<file path="src/rtl/johnson_pkg.sv">
// Shared types and helpers for the Johnson sequence controller.
// Holds the controller state encoding and the phase counter width function.
package johnson_pkg;

  typedef enum logic [1:0] {
    ST_IDLE  = 2'd0,
    ST_RUN   = 2'd1,
    ST_PAUSE = 2'd2,
    ST_DONE  = 2'd3
  } state_t;

  // Bits needed to count 0 .. 2*width-1.
  function automatic int PHASE_W(input int width);
    return (width < 1) ? 1 : $clog2(2 * width);
  endfunction

endpackage

</file>
<file path="src/rtl/johnson_core.sv">
// Johnson shift register with enable, synchronous clear and direction select.
// Holds no sequencing knowledge; the controller decides when it steps.
module johnson_core #(
  parameter int WIDTH = 4
) (
  input  logic             clk,
  input  logic             reset_n,
  input  logic             en,
  input  logic             clr,
  input  logic             dir,
  output logic [WIDTH-1:0] q
);

  logic [WIDTH-1:0] r_q;

  always_ff @(posedge clk or negedge reset_n) begin
    if (!reset_n) begin
      r_q <= '0;
    end else if (clr) begin
      r_q <= '0;
    end else if (en) begin
      if (dir) r_q <= {~r_q[0], r_q[WIDTH-1:1]};
      else     r_q <= {r_q[WIDTH-2:0], ~r_q[WIDTH-1]};
    end
  end

  assign q = r_q;

endmodule

</file>
<file path="src/rtl/johnson_seq_ctrl.sv">
// Runs a Johnson counter for a commanded number of full periods with pause/abort.
//   state    | meaning
//   ST_IDLE  | waiting for a command, cmd_ready high
//   ST_RUN   | stepping q once per cycle unless paused or aborted
//   ST_PAUSE | q, phase and remaining held until pause drops
//   ST_DONE  | one-cycle done pulse, then back to idle
module johnson_seq_ctrl
  import johnson_pkg::*;
#(
  parameter int WIDTH = 4,
  parameter int CNT_W = 8
) (
  input  logic                        clk,
  input  logic                        reset_n,
  input  logic                        cmd_valid,
  output logic                        cmd_ready,
  input  logic [CNT_W-1:0]            cmd_cycles,
  input  logic                        cmd_dir,
  input  logic                        pause,
  input  logic                        abort,
  output logic [WIDTH-1:0]            q,
  output logic [PHASE_W(WIDTH)-1:0]   phase,
  output logic [CNT_W-1:0]            remaining,
  output logic                        busy,
  output logic                        done
);

  localparam int PW = PHASE_W(WIDTH);
  localparam logic [PW-1:0] PH_LAST = PW'(2 * WIDTH - 1);

  state_t           r_state;
  logic [PW-1:0]    r_phase;
  logic [CNT_W-1:0] r_remaining;
  logic             r_dir;

  logic w_accept;
  logic w_active;
  logic w_step;
  logic w_clr;

  assign w_accept = (r_state == ST_IDLE) && cmd_valid;
  assign w_active = (r_state == ST_RUN) || (r_state == ST_PAUSE);
  assign w_step   = (r_state == ST_RUN) && !abort && !pause;
  assign w_clr    = w_accept || (w_active && abort);

  johnson_core #(.WIDTH(WIDTH)) u_core (
    .clk     (clk),
    .reset_n (reset_n),
    .en      (w_step),
    .clr     (w_clr),
    .dir     (r_dir),
    .q       (q)
  );

  always_ff @(posedge clk or negedge reset_n) begin
    if (!reset_n) begin
      r_state     <= ST_IDLE;
      r_phase     <= '0;
      r_remaining <= '0;
      r_dir       <= 1'b0;
    end else begin
      case (r_state)
        ST_IDLE: begin
          if (cmd_valid) begin
            r_phase     <= '0;
            r_remaining <= cmd_cycles;
            r_dir       <= cmd_dir;
            r_state     <= (cmd_cycles == '0) ? ST_DONE : ST_RUN;
          end
        end
        ST_RUN: begin
          if (abort) begin
            r_phase     <= '0;
            r_remaining <= '0;
            r_state     <= ST_IDLE;
          end else if (pause) begin
            r_state <= ST_PAUSE;
          end else if (r_phase == PH_LAST) begin
            // Period boundary: retire one period, finish on the last one.
            r_phase <= '0;
            if (r_remaining != '0) r_remaining <= r_remaining - CNT_W'(1);
            if (r_remaining <= CNT_W'(1)) r_state <= ST_DONE;
          end else begin
            r_phase <= r_phase + PW'(1);
          end
        end
        ST_PAUSE: begin
          if (abort) begin
            r_phase     <= '0;
            r_remaining <= '0;
            r_state     <= ST_IDLE;
          end else if (!pause) begin
            r_state <= ST_RUN;
          end
        end
        ST_DONE: r_state <= ST_IDLE;
        default: r_state <= ST_IDLE;
      endcase
    end
  end

  assign cmd_ready = (r_state == ST_IDLE);
  assign busy      = w_active;
  assign done      = (r_state == ST_DONE);
  assign phase     = r_phase;
  assign remaining = r_remaining;

endmodule

</file>
<file path="config.mk">
export PLATFORM = sky130hd
export DESIGN_NAME = johnson_seq_ctrl
export DESIGN_NICKNAME = d
export VERILOG_FILES = /design/src/rtl/johnson_pkg.sv /design/src/rtl/johnson_core.sv /design/src/rtl/johnson_seq_ctrl.sv
export SDC_FILE = /design/constraint.sdc
export NUM_CORES = 1
export LEC_CHECK = 0
export ABC_AREA = 1
export BUFFER_PORTS_ARGS = -buffer_cell sky130_fd_sc_hd__buf_2
export CORE_AREA = 2 2 56 58
export CTS_BUF_LIST = sky130_fd_sc_hd__clkbuf_8
export DETAILED_ROUTE_END_ITERATION = 8
export DIE_AREA = 0 0 58 60
export GPL_ROUTABILITY_DRIVEN = 1
export HOLD_SLACK_MARGIN = 0.08
export PLACE_DENSITY_LB_ADDON = 0.05
export SYNTH_ARGS = -nofsm -noshare
export SYNTH_HDL_FRONTEND = slang
export SYNTH_SLANG_ARGS = --single-unit
</file>
<file path="constraint.sdc">
create_clock -name clk -period 2.1 [get_ports clk]
set_input_delay 0.21 -clock clk [delete_from_list [all_inputs] [get_ports clk]]
set_output_delay 0.21 -clock clk [all_outputs]
set_load 0.02 [all_outputs]
</file>
Word level (Yosys, flattened, before mapping)
Index checks and enable logic that the tools add are counted.
- register bits: 18
- latch bits: 0
- memory bits (writable): 0
- ROM bits: 0
- input port bits: 14
- output and inout port bits: 18
- word-level logic and storage cells: 64
- memories: 0
- add/sub/neg operators: 2
- $mul: 0
- divide/modulo/power cells: 0
- $lt $le $gt $ge: 1
- equal/unequal tests: 12
- shift operators: 0
- multiplexer cells: 25
- bitwise operators: 2
- reductions and logical operators: 17
- operator list (operator ; count):
    $mux W8 ; 6
    $pmux W8 S3 ; 1
    $mux W2 ; 8
    $mux W3 ; 5
    $mux W4 ; 3
    $pmux W3 S3 ; 1
    $le A8 B1 Y1 const B ; 1
    $logic_not A8 Y1 ; 1
    $ne A4 B3 Y1 const B ; 2
    $pmux W2 S4 ; 1
    $reduce_and A4 Y1 ; 2
    $reduce_bool A8 Y1 ; 1
    $sub A8 B1 Y8 const B ; 1
    $ne A3 B2 Y1 const B ; 2
    $ne A3 B3 Y1 const B ; 2
    $reduce_and A6 Y1 ; 1
    $eq A2 B2 Y1 const B ; 2
    $logic_and A1 B1 Y1 ; 4
    $ne A2 B2 Y1 const B ; 2
    $add A3 B1 Y3 const B ; 1
    $eq A3 B3 Y1 const B ; 1
    $reduce_bool A3 Y1 ; 1
    $eq A2 B1 Y1 const B ; 1
    $logic_not A1 Y1 ; 2
    other kinds (5) ; 7

Longest topological paths before layout
Gate-level depths: netlist of run 1.
- depth after elaboration: 6
- mapped depth: 10
- depth with buffers taken out: 10

Modules after synthesis
From an unflattened synthesis of run 1, not the netlist that was laid out.
- cell total of the unflattened synthesis: 184
- area total of the unflattened synthesis: 1251.2 sq um
- modules (own cells, without submodules) (module ; instances ; cells an instance ; area each (sq um) ; sequential area each (sq um)):
    johnson_seq_ctrl ; 1 ; 152 ; 1033.5 ; 350.3
    johnson_core ; 1 ; 32 ; 217.7 ; 100.1

Worst setup path after synthesis of run 1
OpenSTA, ideal clock, no wires.
- kind: register to register
- from: register r_state[1]
- to: register r_remaining[7], in the netlist remaining[7]
- setup time: 65 ps
- arrival time: 1627 ps
- required time: 2035 ps
- path slack: 408 ps
- cell stages (with the launch flop): 11
- buffers on the path: 0
- clock period less this slack: 1692 ps
- cells stage by stage: dfrtp_1 > inv_1 > ha_1 > clkinv_1 > nor2_4 > inv_1 > nor2_1 > nand2_1 > nand2_1 > nand2_2 > nand2_1
- longest elaborated chain between the ends: 3
- elaborated cells on any way between the ends: 11
- classes of those cells: 7 x eq/ne; 1 x mux; 3 x reduce/logical
- ends and longest elaborated chain (element ; RTL line ; source):
    start, declared ; johnson_seq_ctrl.sv:31 ; state_t r_state;
    start signal, assigned ; johnson_seq_ctrl.sv:68 ; r_state <= (cmd_cycles == '0) ? ST_DONE : ST_RUN;
    $eq A2 B1 Y1 (tied with other cells) ; johnson_seq_ctrl.sv:62 ; case (r_state)
    $ne A3 B2 Y1 (no source line) (tied with other cells) ; - ;
    $reduce_and A6 Y1 (no source line) ; - ;
    end signal, assigned ; johnson_seq_ctrl.sv:66 ; r_remaining <= cmd_cycles;
    end signal, assigned ; johnson_seq_ctrl.sv:81 ; if (r_remaining != '0) r_remaining <= r_remaining - CNT_W'(1);
    end, declared ; johnson_seq_ctrl.sv:33 ; logic [CNT_W-1:0] r_remaining;
Parallel ways exist; a longest one is shown, timed or not.
A chain may end at the register's enable or synchronous reset.

Worst setup path in the final report of run 1
- from: register r_state[0]
- to: register r_remaining[5], in the netlist remaining[5]
The elaborated chain is that of the path after synthesis.

==> results of run 1 <==
[critical path: stages (launching register included)]
cell and delay (ns):
dfrtp_1 0.38, inv_1 0.09, ha_1 0.28, nand2_2 0.13
nand2_4 0.07, nor2_4 0.15, nand2_2 0.06, nor2_2 0.23
buf_4 0.23, nand2_1 0.07, nand2_1 0.06
[through the flow]
stage,util (%),instance area (um^2)
final,53.1,1540
after global routing,53.1,1540
after global placement,50.9,1480
after CTS,53.1,1540
after floorplan,-,1280
after detailed placement,50.9,1480
[cell type report]
cell class,instances,area (um^2)
inverters,20,75.1
flip-flops and latches,18,450
fillers,286,1360
well taps,33,41.3
clock buffers,4,55.1
multi-input cells,135,739
repair buffers,34,180
[how the worst max path moves through the flow]
stage / start / cells after the start / slack [ns] / end
finish: r_state[0] / 10 / 0.28 / remaining[5]
global route: r_state[0] / 10 / 0.15 / remaining[5]
CTS: r_state[0] / 10 / 0.30 / remaining[3]
detailed placement: r_state[0] / 10 / 0.32 / remaining[5]
global placement: r_state[0] / 10 / 0.41 / remaining[6]
floorplan: r_state[1] / 10 / 0.41 / remaining[7]
[registers in the layout, indices dropped and copies added, names as in the netlist]
signal and count:
phase 3, r_dir 1, r_state 2, remaining 8, u_core.q 4
[cells in the final DEF, fill, tap and decap left out, drive strengths merged, types with 2 or more instances in the layout]
cell / instances
a21oi: 4
a31oi: 2
buf: 33
clkbuf: 4
dfrtp: 18
ha: 8
inv: 19
nand2: 60
nand3: 13
nand4: 3
nor2: 18
nor3: 3
o21ai: 19
[power breakdown]
| part | leakage, nW | internal [mW] | switching (mW) |
|---|---|---|---|
| combinational | 0.591 | 0.558 | 1.08 |
| clock | 0.0288 | 0.167 | 0.125 |
| sequential | 0.233 | 0.498 | 0.166 |
| total | 0.853 | 1.22 | 1.37 |
[per-layer routing]
metal  vias up  part of all wire [%]
li1        641                     -
met1       551                    49
met2        23                    47
met3         4                   3.1
met5         -                     0
met4         0                  0.90
[what timing repair did]
| action | 4_1_cts | 5_1_grt |
|---|---|---|
| buffers inserted | 0 | 0 |
| endpoints found under the hold margin | 18 | 0 |
| hold buffers | 1 | 0 |
| resized for setup | 0 | 0 |
[kinds of logic after synthesis]
group                      Yosys count  synth area share (%)
buffers and inverters               21                  6.76
AOI/OAI and AO/OA                   29                  13.4
DFF                                 18                  35.3
adders and majority gates            8                  7.84
and+or+nand+nor                     97                  36.0
xor gates and xnor gates             1                 0.686
==> reports/results.ini, run 1 <==
[run_status]
status = finished clean

[synth]
ys_seq_area_share_pct = 35.3
async_reset_ff_share_pct = 100
syn_area_per_cell_um2 = 7.33
ys_ff_latch = 18
syn_nets = 196
yosysWarnings = 0
netlist-cell-type-count = 26
synth.largest_area_cell = dfrtp_1
netlist_instances = 174
ys.flop_type = dfrtp_1
synth_area_um2 = 1280
synth_edf_count = 0
synth_top_cells_by_count = nand2_1 (50), dfrtp_1 (18), inv_1 (18), o21ai_0 (15), nor2_1 (13)
synth_most_common_cell = nand2_1
synth_top_area_share_pct = 35.3
synth_area_leaders = dfrtp_1 (35%), nand2_1 (15%), ha_1 (7.8%)

[power_and_ir_drop]
peakVddDrop_mv = 1.15
power_density_nw_per_um2 = 1680
power.total_mw = 2.59
p_leak_nw = 0.853

[floorplan]
coreArea_um2 = 2900
initial_utilization_pct = 44.0
io_pins = 32
placementRows = 20
die-area_um2 = 3480
die_w_um = 58
die_h_um = 60

[run]
drv_cap = 0

[drt]
dr.pass1.iters = 4
wl_per_cell_um = 12.8
postRouteWirelength_mm = 3.13
postRouteAntennaNets = 0
drc_errors = 0
via_per_inst = 5.00
vias = 1219
drt_iter0_markers = 39

[placed_design]
dp_hpwl_mm = 2.53
placedCellCount = 239
pre_cts_ws_ns = 0.319
gp_congestion = 0.801
port_buffers = 31

[cells_and_area]
antenna_cells = 0
area_growth_pct = 20.8
instances_no_fill = 244
drive_above_1_share_pct = 28.0
finish.net_count = 234

[critical_path]
r2r_cells = 10
cp-start-kind = flip-flop
rrSetupSlack_ns = 0.28
reg2reg_from = r_state[0]
required_ns = 2.30
timing.rr.end = remaining[5]
arrival_ns = 2.01
worstSetupEndpointType = flip-flop
cp_max_fo = 7
crit_type = reg -> reg

[clock_tree]
clk_latency_ns = 0.26
root_buffer = clkbuf_8
cts_tree = yes
htreeDepth = 1
cts_sinks = 18
cts.path.max_buffers = 2
path_clk_slew_ns = 0.07
cts_buffers = 3

[global_routing]
grt_use_met1_pct = 28.1
grtUsageMet3_pct = 2.81
grt_pass1_vias = 1238
use_met2_pct = 33.1
top_usage_layer = met2
overflow = 0
grt_max_degree = 19
grtUsageTotal_pct = 20.2
antenna_found_initial = 0
grt_pass1_wl_mm = 5.38

[sta]
finalCritPeriodShare_pct = 86.5
finalHoldViolations = 0
tns_ns = 0
maxSlewViolCount = 0
finalSetupViolations = 0
clock_skew_ns = 0.00328
worst_slew_pin_slew_ns = 0.428
fin_ws_ns = 0.284
fin_crit_ns = 1.82
max_slew_margin_pct = 71.5
fmax_mhz = 551
rsz0062_at_grt = false
holdWs_ns = 0.205

[min_path]
min_from = cmd_dir
hold_class = in -> reg
holdPathStages = 3
whs_endpoint = r_dir

Power figures use the tool's default switching activity.
==> run 2, diff against run 1 <==
--- a/config.mk
+++ b/config.mk
@@ -5,12 +5,11 @@
 export SDC_FILE = /design/constraint.sdc
 export NUM_CORES = 1
 export LEC_CHECK = 0
-export ABC_AREA = 1
 export BUFFER_PORTS_ARGS = -buffer_cell sky130_fd_sc_hd__buf_2
-export CORE_AREA = 2 2 56 58
+export CORE_AREA = 2 2 55 57
 export CTS_BUF_LIST = sky130_fd_sc_hd__clkbuf_8
 export DETAILED_ROUTE_END_ITERATION = 8
-export DIE_AREA = 0 0 58 60
+export DIE_AREA = 0 0 57 59
 export GPL_ROUTABILITY_DRIVEN = 1
 export HOLD_SLACK_MARGIN = 0.08
 export PLACE_DENSITY_LB_ADDON = 0.05
==> reports/results.ini, run 2 <==
[clock_tree]
cts_sinks = 18  ; unchanged
cts.path.max_buffers = 2  ; unchanged
cts_tree = yes
path_clk_slew_ns = 0.07  ; about the same
cts_buffers = 3  ; unchanged
cts_resized = 0  ; unchanged
clk_latency_ns = 0.26  ; about the same
htreeDepth = 1  ; unchanged
root_buffer = clkbuf_8

[synth]
netlist-cell-type-count = 38  ; +46%
async_reset_ff_share_pct = 100  ; unchanged
syn_area_per_cell_um2 = 9.54  ; +30%
synth.largest_area_cell = dfrtp_1
synth_most_common_cell = dfrtp_1
ys_seq_area_share_pct = 37.5  ; +2.2 points
ys_ff_latch = 18  ; unchanged
synth_top_cells_by_count = dfrtp_1 (18), nand2_1 (9), nor2_1 (9), ha_1 (8)
synth_edf_count = 0  ; unchanged
syn_nets = 148  ; -24%
yosysWarnings = 0  ; unchanged
ys.flop_type = dfrtp_1
synth_area_um2 = 1200  ; -5.8%
netlist_instances = 126  ; -28%
synth_top_area_share_pct = 37.5  ; +2.2 points
synth_area_leaders = dfrtp_1 (37%), ha_1 (8.3%), mux2i_1 (5.0%)

[cells_and_area]
final-seq-area_um2 = 450  ; unchanged
instances_no_fill = 191  ; -22%
fill_cells = 267  ; -6.6%
drive_above_1_share_pct = 27.5  ; -0.46 points
antenna_cells = 0  ; unchanged
largest_reg_flops = 8  ; unchanged
finish.net_count = 183  ; -22%
finish.instance_area_um2 = 1470  ; -5.0%
layout_commonest_cell = buf_2
final_util_pct = 54.1  ; +0.96 points
area_growth_pct = 21.9
final_cell_mix = buf_2 (31), dfrtp_1 (18), nor2_1 (9), nand2_1 (9), ha_1 (8)
multi_input_area_um2 = 699  ; -5.4%

[sta]
finalHoldViolations = 0  ; unchanged
fin_crit_ns = 1.89  ; +0.0751 ns
finalCritPeriodShare_pct = 90.0  ; +3.6 points
tns_ns = 0  ; unchanged
worst_slew_pin_slew_ns = 0.469  ; +0.0418 ns
fmax_mhz = 529  ; -4.0%
max_slew_margin_pct = 68.7  ; -2.8 points
holdWs_ns = 0.157  ; -0.0477 ns
finalSetupViolations = 0  ; unchanged
rsz0062_at_grt = false
maxSlewViolCount = 0  ; unchanged
clock_skew_ns = 0.00143  ; -0.00186 ns

[min_path]
hold_class = in -> reg
holdPathStages = 2  ; -1
min_from = cmd_dir
whs_endpoint = r_dir

[power_and_ir_drop]
p_leak_nw = 0.706  ; -17%
peakVddDrop_mv = 0.999  ; -13%
power_density_nw_per_um2 = 1670  ; -0.58%

[global_routing]
grt_use_met1_pct = 26.3  ; -1.8 points
grtUsageMet3_pct = 3.28  ; +0.46 points
grt_pass1_wl_mm = 5.09  ; -5.4%
grt_pass1_vias = 1080  ; -13%
overflow = 0  ; unchanged
top_usage_layer = met2
antenna_found_initial = 0  ; unchanged
grtUsageTotal_pct = 19.7  ; -0.43 points
grt_max_degree = 19  ; unchanged
use_met2_pct = 31.9  ; -1.3 points

[critical_path]
timing.rr.end = remaining[1]
crit_type = reg -> reg
cp_top_family = flip-flops
max_stage_delay_ns = 0.40  ; +0.02 ns
r2r_cells = 7  ; -3
cp-start-kind = flip-flop
crit_path_top_delay_cell = dfrtp_1
rrSetupSlack_ns = 0.21  ; -0.08 ns
critPathBufInv = 2  ; unchanged
cp_max_fo = 11  ; +4
worstSetupEndpointType = flip-flop
arrival_ns = 2.04  ; +0.03 ns
crit_chain = inv_1, ha_1, nor2b_1, nor3_2, buf_4, o21ai_4, mux2_4
required_ns = 2.25  ; -0.05 ns
reg2reg_from = r_state[1]

[floorplan]
coreArea_um2 = 2710  ; -6.6%
initial_utilization_pct = 44.4  ; +0.40 points
die-area_um2 = 3360  ; -3.4%
io_pins = 32  ; unchanged
die_w_um = 57  ; -1.7%
die_h_um = 59  ; -1.7%
placementRows = 19  ; -5.0%

[placed_design]
placedCellCount = 186  ; -22%
gp_congestion = 0.769  ; -4.0%
dp_hpwl_mm = 2.31  ; -8.4%
postPlaceCellArea_um2 = 1400  ; -5.2%
port_buffers = 31  ; unchanged

[drt]
vias = 1113  ; -8.7%
drc_errors = 0  ; unchanged
wl_per_cell_um = 16.0  ; +25%
postRouteAntennaNets = 0  ; unchanged
via_per_inst = 5.83  ; +17%
dr.pass1.iters = 5  ; +1
postRouteWirelength_mm = 3.05  ; -2.3%
drt_iter0_markers = 28  ; -28%

[run]
drv_cap = 0  ; unchanged

[run_status]
status = finished clean

## run 2: cell count changes after synthesis, moves of 5 or more
cell / change
o2bb2ai_1: +5
nand2_2: -8
nand3_1: -12
mux2i_1: +6
nand2_1: -41
nor2b_1: +5
o21ai_0: -8
inv_1: -11
## run 2: layout make-up
| class | count | area share, % |
|---|---|---|
| Timing Repair Buffer | 36 | 13.3 |
| Sequential cell | 18 | 30.7 |
| Inverter | 7 | 1.79 |
| Clock buffer | 4 | 3.76 |
| Multi-Input combinational cell | 95 | 47.7 |
| Tap cell | 31 | 2.65 |
## run 2: routing by layer
| layer | share of wire [%] | wire, um |
|---|---|---|
| met5 | 0 | 0 |
| met4 | 2.0 | 61 |
| met3 | 5.1 | 155 |
| met2 | 46 | 1400 |
| met1 | 47 | 1430 |
## run 2: power breakdown
part / total (mW) / leakage [nW] / switching (mW) / internal [mW]
clock: 0.292 / 0.0288 / 0.125 / 0.167
combinational: 1.48 / 0.441 / 0.895 / 0.581
sequential: 0.678 / 0.235 / 0.191 / 0.487
total: 2.45 / 0.706 / 1.21 / 1.24
## run 2: worst max path at each step
stage,slack (ns),depth (start not counted),from,to
after floorplan,0.17,7,phase[0],remaining[1]
after detailed placement,0.23,7,r_state[1],remaining[1]
after CTS,0.22,7,r_state[1],remaining[1]
after global routing,0.06,7,r_state[0],remaining[1]
after global placement,0.31,7,r_state[0],remaining[1]
final,0.21,7,r_state[1],remaining[1]
## run 2: timing repair
action | CTS | global route
setup buffers | 0 | 0
hold buffers | 1 | 0
endpoints found under the hold margin | 18 | 0
## run 2: metrics by stage
step	total power [mW]	worst slack [ns]
after floorplan	1.73	0.173
after global placement	2.13	0.306
after detailed placement	2.16	0.233
after CTS	2.46	0.224
after global routing	2.65	0.0613
final	2.45	0.209
## run 2: cell families (layout without fill, tap and decap cells)
family | after synthesis | count (layout) | share of synthesized area [%]
compound gates | 40 | 40 | 24.6
fa+ha+maj | 8 | 8 | 8.32
buf+inv | 13 | 47 | 4.37
flops | 18 | 18 | 37.5
mux | 8 | 8 | 7.18
simple gates | 39 | 39 | 18.1
